[src/rtl/uart_tx_arbiter.sv]
// Round-robin arbiter sharing one buart transmit channel between N requesters.
// A grant is held for a whole message (up to the byte flagged last) or until an idle timeout.
module uart_tx_arbiter #(
    parameter int N       = 4,
    parameter int IDW     = 2,
    parameter int TIMEOUT = 4096
) (
    input  logic             clk,
    input  logic             resetq,
    input  logic [N-1:0]     req_valid,
    input  logic [8*N-1:0]   req_data,
    input  logic [N-1:0]     req_last,
    output logic [N-1:0]     req_ready,
    input  logic             uart_busy,
    output logic             uart_wr,
    output logic [7:0]       uart_tx_data,
    output logic [IDW-1:0]   owner,
    output logic             owner_valid,
    output logic             lock_timeout
);

    // Handshake: byte i moves in any cycle where req_valid[i] & req_ready[i] at posedge clk;
    // valid/data/last must stay stable until that cycle, and ready never depends on other requesters.

    localparam int             TW    = (TIMEOUT > 0) ? $clog2(TIMEOUT + 1) : 1;
    localparam logic [TW-1:0]  TLAST = TW'((TIMEOUT > 0) ? TIMEOUT - 1 : 0);
    localparam logic [IDW:0]   NN    = (IDW + 1)'(N);

    typedef enum logic {IDLE, SEND} state_t;

    state_t           state;
    logic [IDW-1:0]   rr_ptr;
    logic [IDW-1:0]   winner;
    logic [IDW-1:0]   next_ptr;
    logic [IDW:0]     scan;
    logic [1:0]       guard_cnt;
    logic [TW-1:0]    tcnt;
    logic             guard;
    logic             any_req;
    logic             own_valid;
    logic             own_last;
    logic [7:0]       own_data;
    logic             accept;
    logic             idle_cycle;

    assign guard     = (guard_cnt != 2'd0);
    assign any_req   = |req_valid;
    assign own_valid = req_valid[owner];
    assign own_last  = req_last[owner];
    assign own_data  = req_data[{owner, 3'b000} +: 8];
    assign next_ptr  = (owner == IDW'(N - 1)) ? '0 : owner + 1'b1;

    // Lowest offset from rr_ptr wins, so scan offsets from the top down and let later hits override.
    always_comb begin
        winner = '0;
        scan   = '0;
        for (int k = N - 1; k >= 0; k--) begin
            scan = {1'b0, rr_ptr} + (IDW + 1)'(k);
            if (scan >= NN) scan = scan - NN;
            if (req_valid[scan[IDW-1:0]]) winner = scan[IDW-1:0];
        end
    end

    always_comb begin
        req_ready = '0;
        if (resetq && state == SEND && !uart_busy && !guard) req_ready[owner] = 1'b1;
    end

    assign accept     = own_valid & req_ready[owner];
    assign idle_cycle = (state == SEND) & ~own_valid & ~uart_busy & ~guard;

    always_ff @(posedge clk) begin
        if (!resetq) begin
            state        <= IDLE;
            rr_ptr       <= '0;
            owner        <= '0;
            owner_valid  <= 1'b0;
            uart_wr      <= 1'b0;
            uart_tx_data <= 8'h00;
            lock_timeout <= 1'b0;
            guard_cnt    <= 2'd0;
            tcnt         <= '0;
        end else begin
            uart_wr      <= 1'b0;
            lock_timeout <= 1'b0;
            if (guard) guard_cnt <= guard_cnt - 2'd1;
            case (state)
                IDLE: begin
                    if (any_req) begin
                        owner       <= winner;
                        owner_valid <= 1'b1;
                        tcnt        <= '0;
                        state       <= SEND;
                    end
                end
                SEND: begin
                    if (accept) begin
                        uart_wr      <= 1'b1;
                        uart_tx_data <= own_data;
                        guard_cnt    <= 2'd2;
                        tcnt         <= '0;
                        if (own_last) begin
                            state       <= IDLE;
                            owner_valid <= 1'b0;
                            rr_ptr      <= next_ptr;
                        end
                    end else if (idle_cycle) begin
                        if (TIMEOUT > 0 && tcnt == TLAST) begin
                            lock_timeout <= 1'b1;
                            state        <= IDLE;
                            owner_valid  <= 1'b0;
                            rr_ptr       <= next_ptr;
                            tcnt         <= '0;
                        end else if (tcnt != '1) begin
                            tcnt <= tcnt + 1'b1;
                        end
                    end
                end
                default: state <= IDLE;
            endcase
        end
    end

endmodule

[config.mk]
export PLATFORM = sky130hd
export DESIGN_NAME = uart_tx_arbiter
export DESIGN_NICKNAME = d
export VERILOG_FILES = /design/src/rtl/uart_tx_arbiter.sv
export SDC_FILE = /design/constraint.sdc
export NUM_CORES = 1
export LEC_CHECK = 0
export CELL_PAD_IN_SITES_DETAIL_PLACEMENT = 0
export CELL_PAD_IN_SITES_GLOBAL_PLACEMENT = 1
export CORE_MARGIN = 1
export CORE_UTILIZATION = 37
export DETAILED_ROUTE_END_ITERATION = 10
export HOLD_SLACK_MARGIN = 0.03
export PLACE_DENSITY = 0.92
export SLEW_MARGIN = 20
export SYNTH_ARGS = -nofsm -noshare
export SYNTH_HDL_FRONTEND = slang
export SYNTH_SLANG_ARGS = --single-unit
[constraint.sdc]
create_clock -name clk -period 3.3 [get_ports clk]
set_input_delay 0.66 -clock clk [delete_from_list [all_inputs] [get_ports clk]]
set_output_delay 0.66 -clock clk [all_outputs]
set_load 0.03 [all_outputs]
==> impl_metrics.env <==
export IMPL_hold_violations=0
export IMPL_fill_cells=416
export IMPL_antenna_found_initial=0
export IMPL_firstDrtPassIters=4
export IMPL_synth_edf_count=0
export IMPL_fin_crit_sh_pct=92.7
export IMPL_syn_area_um2=1800
export IMPL_cts_sinks=31
export IMPL_intPower_mw=0.638
export IMPL_layout_area_overhead_vs_synth_pct=42.7
export IMPL_p_leak_nw=0.995
export IMPL_post_synth_cell_area_avg_um2=9.82
export IMPL_hold_path_class="register to register"
export IMPL_overflow=0
export IMPL_die_y_um=71.7
export IMPL_p_comb_share_pct=18.5
export IMPL_ios=60
export IMPL_worstMarginPinSlew_ps=695
export IMPL_dp_hpwl_mm=3.49
export IMPL_grt_pass1_wl_mm=7.58
export IMPL_status="finished, final reports clean"
export IMPL_clkTransAtPathRegs_ps=60
export IMPL_rows=24
export IMPL_cts_buffers=5
export IMPL_synth_cell_types=46
export IMPL_drt_initial_drc_count=82
export IMPL_port_buffers=59
export IMPL_syn_inst=183
export IMPL_slew_viol_final=0
export IMPL_startpoint_type="primary input"
export IMPL_powerDensity_nw_per_um2=330
export IMPL_path_class="primary input to output pin"
export IMPL_grt_pass1_vias=1603
export IMPL_drc=0
export IMPL_grt_max_degree=16
export IMPL_die_w_um=71.7
export IMPL_coreArea_um2=4500
export IMPL_cts_tree="built"
export IMPL_cp_max_fo=6
export IMPL_route_vias_total=1659
export IMPL_synth_fp_nets=231
export IMPL_initial_core_util_pct=39.9
export IMPL_post_route_min_period_ps=3060
export IMPL_yosysSeqAreaShare_pct=34.5
export IMPL_setup_tns_ps=0
export IMPL_final_util_pct=57.0
export IMPL_synthArstFlopShare_pct=0
export IMPL_power_frac_seq_pct=45.8
export IMPL_routed_wl_mm=4.71
export IMPL_cap_violations=0
export IMPL_fmax_mhz=327
export IMPL_htreeDepth=2
export IMPL_swShare_pct=24.8
export IMPL_synth_seq_cells=31
export IMPL_cts_resized=0
export IMPL_antenna_cells=0
export IMPL_ir_worst_vdd_mv=0.312
export IMPL_crit_path_end_kind="output pin"
export IMPL_clk_latency_ps=290
export IMPL_grtUsageTotal_pct=19.4
export IMPL_dieArea_um2=5140
export IMPL_required_ps=2640
export IMPL_relSlewSlack_pct=53.5
export IMPL_multi_input_area_um2=1130
export IMPL_post_dp_cell_area_um2=2480
export IMPL_finalWeightedCongestion=0.758
export IMPL_ant_nets=0
export IMPL_nets=297
export IMPL_yosysWarnings=0
export IMPL_drive_gt1_share_pct=14.5
export IMPL_clock_power_share_pct=35.7
export IMPL_cp_arrival_ps=2400
export IMPL_avgRoutedWirePerCell_um=15.7
export IMPL_clock_skew_ps=7.31
export IMPL_vias_per_cell=5.51
export IMPL_cts_root_buf="clkbuf_8"
export IMPL_cts_hold_buf=0
export IMPL_setup_viol=0
export IMPL_seqCellArea_um2=621
export IMPL_synth_flop_cell="dfxtp_1"
export IMPL_clk_path_buf_depth=2
export IMPL_stdcell_area_um2=2570
export IMPL_post_cts_buffers=0
export IMPL_rsz0062_at_grt="false"
export IMPL_power_switching_mw=0.210
## cell families after synthesis
| logic type | synth area share [%] |
|---|---|
| AND/OR/NAND/NOR | 25.1 |
| AO/OA/AOI/OAI | 13.6 |
| flip-flops | 34.5 |
| multiplexers | 20.5 |
| buffers and inverters | 2.78 |
| adder cells (fa/ha/maj) | 3.48 |
## worst paths after layout
check               start           end  slack, ps  cells past startpoint
max             uart_busy  req_ready[3]        240                      4
min          guard_cnt[0]  guard_cnt[0]        460                      1
max reg2reg      owner[1]       tcnt[8]        840                      8
min reg2reg  guard_cnt[0]  guard_cnt[0]        460                      1
## power by group through the flow
stage | sequential [mW] | combinational [mW] | clock [mW]
final | 0.388 | 0.157 | 0.303
after detailed placement | 0.397 | 0.157 | 0
after global routing | 0.389 | 0.169 | 0.327
after floorplan | 0.405 | 0.0655 | 0
after CTS | 0.389 | 0.158 | 0.312
after global placement | 0.397 | 0.154 | 0
## final cells by class
class | count | area share, %
Sequential cell | 31 | 24.2
Clock inverter | 1 | 0.195
Tap cell | 52 | 2.54
Clock buffer | 6 | 3.22
Multi-Input combinational cell | 139 | 43.9
Inverter | 6 | 0.878
Timing Repair Buffer | 66 | 25.1
## routing by layer
layer  wire length (um)  GRT usage (%)  part of all wire (%)
met1               2130           24.4                    45
met2               2300           31.1                    49
met3                225           6.33                   4.8
met4                 54           7.19                   1.1
met5                  0              0                     0
## flip-flops by register name, indices dropped and copies added, names as in the netlist
signal / cells
uart_tx_data: 8
guard_cnt: 2
owner_valid: 1
lock_timeout: 1
rr_ptr: 2
uart_wr: 1
tcnt: 13
state: 1
owner: 2
## Yosys cell counts, types with 2 or more instances
cell      number  share of area, %
nand3_1        6               1.7
clkbuf_1       6               1.3
nor3_1         3              0.83
a211o_1        2              0.97
inv_1          4              0.83
a21oi_1        6               1.7
o311ai_0       2              0.97
a31oi_1        2              0.70
or3_1          3               1.0
nor2_1        18               3.8
dfxtp_1       31                35
a221o_1        7               3.9
o21ai_0        2              0.56
or2_2          3               1.0
mux2i_1       11               6.1
and2_1         4               1.4
o21a_1         2              0.83
nand2_1       14               2.9
nand4_1        3               1.0
inv_2          2              0.42
and3_1        12               4.2
ha_1           5               3.5
mux4_2        11                14
nand2b_1       2              0.70
## placed cells by master, fill, tap and decap left out, types with 7 or more instances in the layout
cell type,netlist,final
clkdlybuf4s50_1,0,59
dfxtp_1,31,31
nor2_1,18,18
nand2_1,14,14
and3_1,12,12
mux4_2,11,11
mux2i_1,11,11
a221o_1,7,7
buf_4,0,7
## worst max-delay path, stage by stage
cell	delay, ps
clkdlybuf4s50_1	410
nor4b_2	430
and3_1	220
clkdlybuf4s50_1	670
## per-stage QoR
stage | power, mW | std cells | worst slack [ps] | hold WS, ps
CTS | 0.858 | 301 | 247 | 459
detailed placement | 0.554 | 294 | 253 | 447
global placement | 0.551 | 294 | 279 | 436
floorplan | 0.470 | 183 | 858 | 423
global route | 0.885 | 301 | 135 | 477
finish | 0.848 | 301 | 241 | 460
Power figures use the tool's default switching activity.
